File: config.mk
export PLATFORM = sky130hd
export DESIGN_NAME = instruction_fetch
export DESIGN_NICKNAME = d
export VERILOG_FILES = /design/src/rtl/instruction_fetch.sv
export SDC_FILE = /design/constraint.sdc
export NUM_CORES = 1
export LEC_CHECK = 0
export ABC_AREA = 1
export CAP_MARGIN = 0
export CELL_PAD_IN_SITES_DETAIL_PLACEMENT = 2
export CELL_PAD_IN_SITES_GLOBAL_PLACEMENT = 2
export CORE_MARGIN = 2
export CORE_UTILIZATION = 40
export DETAILED_ROUTE_END_ITERATION = 8
export PLACE_DENSITY = 0.87
export SETUP_SLACK_MARGIN = 0.4
export SLEW_MARGIN = 15
export SYNTH_ARGS = -nofsm -noshare
export SYNTH_HDL_FRONTEND = slang
export SYNTH_SLANG_ARGS = --single-unit
File: constraint.sdc
create_clock -name clk -period 3.1 [get_ports clk]
set_input_delay 0.93 -clock clk [delete_from_list [all_inputs] [get_ports clk]]
set_output_delay 0.93 -clock clk [all_outputs]
set_load 0.05 [all_outputs]
File: src/rtl/instruction_fetch.sv
// Instruction fetch with a two-pass flow: a label pass records branch targets, then a run pass
// fetches and redirects through the recorded label table.
module instruction_fetch (
  input  logic       clk,
  input  logic       reset,
  input  logic       start,
  output logic [7:0] imem_addr,
  input  logic [7:0] imem_data,
  output logic [7:0] program_counter,
  output logic [7:0] instruction,
  output logic       instr_valid,
  output logic       labelPassFlag,
  input  logic       labelFlag,
  input  logic [3:0] labelIndex,
  input  logic [7:0] labelValue,
  input  logic       branchTaken,
  input  logic [3:0] branchIndex,
  input  logic       outputPCResetFlag,
  input  logic       haltFlag,
  output logic       halted,
  output logic       fault
);
  typedef enum logic [1:0] {IDLE, LABEL_PASS, RUN, HALTED} state_t;

  state_t            r_state, w_nxt;
  logic [7:0]        r_pc, r_pcout, r_ins;
  logic              r_vld, r_lpf, r_halted, r_fault;
  logic [15:0][7:0]  r_tab;
  logic [15:0]       r_tab_vld;

  logic w_fetch, w_pc_zero, w_redir, w_tab_we, w_stop, w_fault;

  always_ff @(posedge clk) begin
    if (reset) r_state <= IDLE;
    else       r_state <= w_nxt;
  end

  // Priority inside RUN: halt beats branch beats increment.
  always_comb begin
    w_nxt     = r_state;
    w_fetch   = 1'b0;
    w_pc_zero = 1'b0;
    w_redir   = 1'b0;
    w_tab_we  = 1'b0;
    w_stop    = 1'b0;
    w_fault   = 1'b0;
    case (r_state)
      IDLE: if (start) begin
        w_nxt     = LABEL_PASS;
        w_pc_zero = 1'b1;
      end
      LABEL_PASS: begin
        w_tab_we = labelFlag;
        if (outputPCResetFlag) begin
          w_nxt     = RUN;
          w_pc_zero = 1'b1;
        end else begin
          w_fetch = 1'b1;
        end
      end
      RUN: begin
        if (haltFlag) begin
          w_nxt  = HALTED;
          w_stop = 1'b1;
        end else if (branchTaken) begin
          if (r_tab_vld[branchIndex]) begin
            w_redir = 1'b1;
          end else begin
            w_nxt   = HALTED;
            w_stop  = 1'b1;
            w_fault = 1'b1;
          end
        end else begin
          w_fetch = 1'b1;
        end
      end
      default: ;
    endcase
  end

  always_ff @(posedge clk) begin
    if (reset) begin
      r_pc      <= 8'h00;
      r_pcout   <= 8'h00;
      r_ins     <= 8'h00;
      r_vld     <= 1'b0;
      r_lpf     <= 1'b0;
      r_halted  <= 1'b0;
      r_fault   <= 1'b0;
      r_tab_vld <= '0;
    end else begin
      if (w_tab_we) begin
        r_tab[labelIndex]     <= labelValue;
        r_tab_vld[labelIndex] <= 1'b1;
      end
      if (w_pc_zero)    r_pc <= 8'h00;
      else if (w_redir) r_pc <= r_tab[branchIndex];
      else if (w_fetch) r_pc <= r_pc + 8'h01;
      if (w_fetch) begin
        r_ins   <= imem_data;
        r_pcout <= r_pc;
      end
      // Valid only on plain fetches: flushes, redirects, halts and idle all bubble.
      r_vld <= w_fetch;
      r_lpf <= (w_nxt == LABEL_PASS);
      if (w_stop)  r_halted <= 1'b1;
      if (w_fault) r_fault  <= 1'b1;
    end
  end

  assign imem_addr       = r_pc;
  assign program_counter = r_pcout;
  assign instruction     = r_ins;
  assign instr_valid     = r_vld;
  assign labelPassFlag   = r_lpf;
  assign halted          = r_halted;
  assign fault           = r_fault;
endmodule

==> results.tsv <==
stage	metric	value	unit
setup_path	critical path type	reg2out	
cts	clk_lat worst skew	0.44	ns
yosys	Mapped Area	7318	sq um
drt	Via Count	5622	
timing	maximum frequency from static timing analysis	382.3	MHz
timing	worst setup margin	0.4843	ns
global_route	vias in the first global route	6334	
drt	vias per cell	5.395	
timing	relative slew slack	50.37	%
setup_path	required time of the critical path	2.17	ns
yosys	number of register bits inferred by synthesis	174	
cts	cts bufs inserted	17	
outcome	run status	finished clean	
drt	Final Routed Wirelength	23.29	mm
finish	NumNets Final	836	
floorplan	starting density of the core	40.74	%
global_route	Total Routing Usage GR	25.02	%
cts	Clk Tree Root Cell	sky130_fd_sc_hd__clkbuf_16	
yosys	Async SR Flop Fraction	0	%
floorplan	number of core rows	49	
yosys	synthesized netlist net count	765	
timing	worst slew pin tran	0.7422	ns
cts	number of H-tree levels	4	
finish	fin util	48.95	%
floorplan	core footprint	17960	sq um
setup_path	sort of element at the start of the critical path	register	
global_route	global-route wire length before repair	36.67	mm
timing	setup repair after global routing missed its margin	false	
place	HPWL after detailed placement	15.61	mm
global_route	pin count of the biggest net entering global routing	64	
timing	shortest clock period the worst path allows after layout	2.616	ns
job	total of max-cap violations	0	
global_route	antenna violations before repair	0	
cts	Longest Clk Path Bufs	2	
timing	# setup viols final	0	
setup_path	Setup crit end kind	primary output	
setup_path	highest fanout seen on the critical path	4	
setup_path	number of buffer and inverter stages on the critical path	1	
yosys	sequential element share of the synthesized area	65.11	%
power_and_ir_drop	total chip power	5.552	mW
yosys	synthesized area per cell	10.04	sq um
yosys	library cells used by synthesis	35	
power_and_ir_drop	static leakage	3.285	nW
floorplan	total die area	19390	sq um
power_and_ir_drop	largest vdd supply drop	352.7	uV
place	placed instance area	8207	sq um
drt	1st-iter DRT viols	331	
setup_path	crit path cell chain	clkdlybuf4s50_1	
place	final weighted congestion in routability-driven placement	0.7962	
floorplan	die height	139.3	microns
finish	post-route cell area	8793	sq um
yosys	number of warnings printed during yosys synthesis	0	
yosys	number of synthesized flops with an enable pin	128	
place	Port Buf Inserts	58	
timing	share of the clock period used by the worst path	84.38	%
setup_path	data arrival time of the critical path	1.69	ns
floorplan	number of placed I/O pins	59	
power_and_ir_drop	pwr dens	631.4	nW/um^2
finish	Filler cells	1818	
drt	first-pass detailed-route iteration total	5	
drt	total DRC errors in the routed layout	0	
floorplan	horizontal extent of the die	139.3	microns
timing	Slew Limit Fails	0	
global_route	sum of overflow across all layers after global routing	0	
drt	antenna viol nets, final	0	
timing	final count of hold timing violations	0	
setup_path	Worst path max stage delay	0.84	ns
finish	share of final-layout standard cells stronger than drive strength 1	8.979	%
yosys	most common flop cell mapped by yosys	sky130_fd_sc_hd__edfxtp_1	
setup_path	Worst path slowest cell	sky130_fd_sc_hd__clkdlybuf4s50_1	
finish	synthesis-to-layout area growth	20.16	%
yosys	Mapped Cells	729	
cts	sinks on the clock net	174	
cts	TritonCTS clock tree	done	
finish	antenna cell count	0	
timing	setup_tns	0	ns
setup_path	critical path's top delay family	buffers and inverters	
cts	quantity of hold-fixing buffers added after cts	0	
timing	Final Skew	0.01072	ns
place	post-placement setup slack	0.2895	ns
setup_path	Reg2Reg Setup Slack	0.95	ns
drt	Avg WL per Cell	22.35	microns
cts	Reg clk slew, reported paths	0.07	ns
min_path	HP Class	reg2reg	
## routing by layer
metal | up-vias | routed length [microns] | GRT usage (%)
li1 | 2602 | - | -
met1 | 2834 | 9229 | 29.42
met2 | 157 | 12600 | 46.05
met3 | 29 | 1068 | 4.714
met4 | 0 | 394 | 8.028
met5 | - | 0 | 0
## registers in the layout (all words and copies together), names as in the netlist
name,flops
fault,1
r_tab,128
program_counter,8
halted,1
r_tab_vld,16
labelPassFlag,1
instr_valid,1
instruction,8
r_state,2
imem_addr,8
## path summary, 6_finish.rpt
check                                     to  depth (start not counted)    startpoint
worst max-delay path            imem_addr[6]                          1  imem_addr[6]
worst min-delay path                  halted                          2        halted
worst max register to register     r_tab[50]                          7    r_state[1]
worst min register to register        halted                          2        halted
## repair_timing
item | in CTS | in global routing
buffers inserted | 0 | 0
endpoints found under the setup margin | 0 | 2
gates resized for setup | 0 | 2
## per-stage QoR
| stage | hold slack (ns) | std cells |
|---|---|---|
| global route | 0.4923 | 1042 |
| global placement | 0.4401 | 1010 |
| CTS | 0.4588 | 1042 |
| detailed placement | 0.4480 | 1010 |
| floorplan | 0.4577 | 729 |
| finish | 0.4542 | 1042 |
## cells in the mapped netlist, types with 7 or more instances
library cell / number / area share [%]
sky130_fd_sc_hd__nand2_1: 165 / 8.5
sky130_fd_sc_hd__edfxtp_1: 128 / 53
sky130_fd_sc_hd__nor2_1: 126 / 6.5
sky130_fd_sc_hd__nand3_1: 71 / 4.9
sky130_fd_sc_hd__dfxtp_1: 46 / 13
sky130_fd_sc_hd__inv_1: 41 / 2.1
sky130_fd_sc_hd__o21ai_0: 27 / 1.8
sky130_fd_sc_hd__o21ai_1: 19 / 1.3
sky130_fd_sc_hd__o22ai_1: 18 / 1.5
sky130_fd_sc_hd__a21oi_1: 16 / 1.1
sky130_fd_sc_hd__buf_2: 12 / 0.82
sky130_fd_sc_hd__buf_4: 7 / 0.72
## cells by family after synthesis
logic type	share of synthesized area [%]
DFF	65.11
xor gates and xnor gates	0.2394
buffers and inverters	5.385
and+or+nand+nor	21.17
AOI/OAI and AO/OA	7.249
adders and majority gates	0.8548
## final cells by class
class / count / area [sq um] / area share (%)
clock buffer: 18 / 429.2 / 4.880
clock inverter: 14 / 152.6 / 1.736
inverter: 46 / 172.7 / 1.964
multi-input combinational: 475 / 2160 / 24.56
sequential: 174 / 4765 / 54.18
tap: 229 / 286.5 / 3.258
timing repair buffer: 86 / 828.3 / 9.419
## layout by cell type, fill, tap and decap left out, drive strengths merged
master / synthesis / routed
a211oi: 6 / 6
a21oi: 16 / 16
and2: 1 / 1
buf: 27 / 29
bufinv: 0 / 2
clkbuf: 7 / 18
clkdlybuf4s50: 0 / 55
clkinv: 1 / 5
clkinvlp: 0 / 1
dfxtp: 46 / 46
dlymetal6s2s: 0 / 2
edfxtp: 128 / 128
ha: 5 / 5
inv: 45 / 52
nand2: 168 / 168
nand3: 73 / 73
nand4: 1 / 1
nor2: 127 / 127
nor3: 3 / 3
nor3b: 1 / 1
o211ai: 5 / 5
o21ai: 46 / 46
o21bai: 1 / 1
o22ai: 18 / 18
o31ai: 1 / 1
or2: 1 / 1
xnor2: 1 / 1
xor2: 1 / 1
## power by group
group / switching, mW / internal (mW)
registers: 0.0370 / 2.56
clock network: 0.965 / 1.20
logic: 0.542 / 0.249
total: 1.54 / 4.01
No activity file was read; power rests on OpenSTA's default activity.
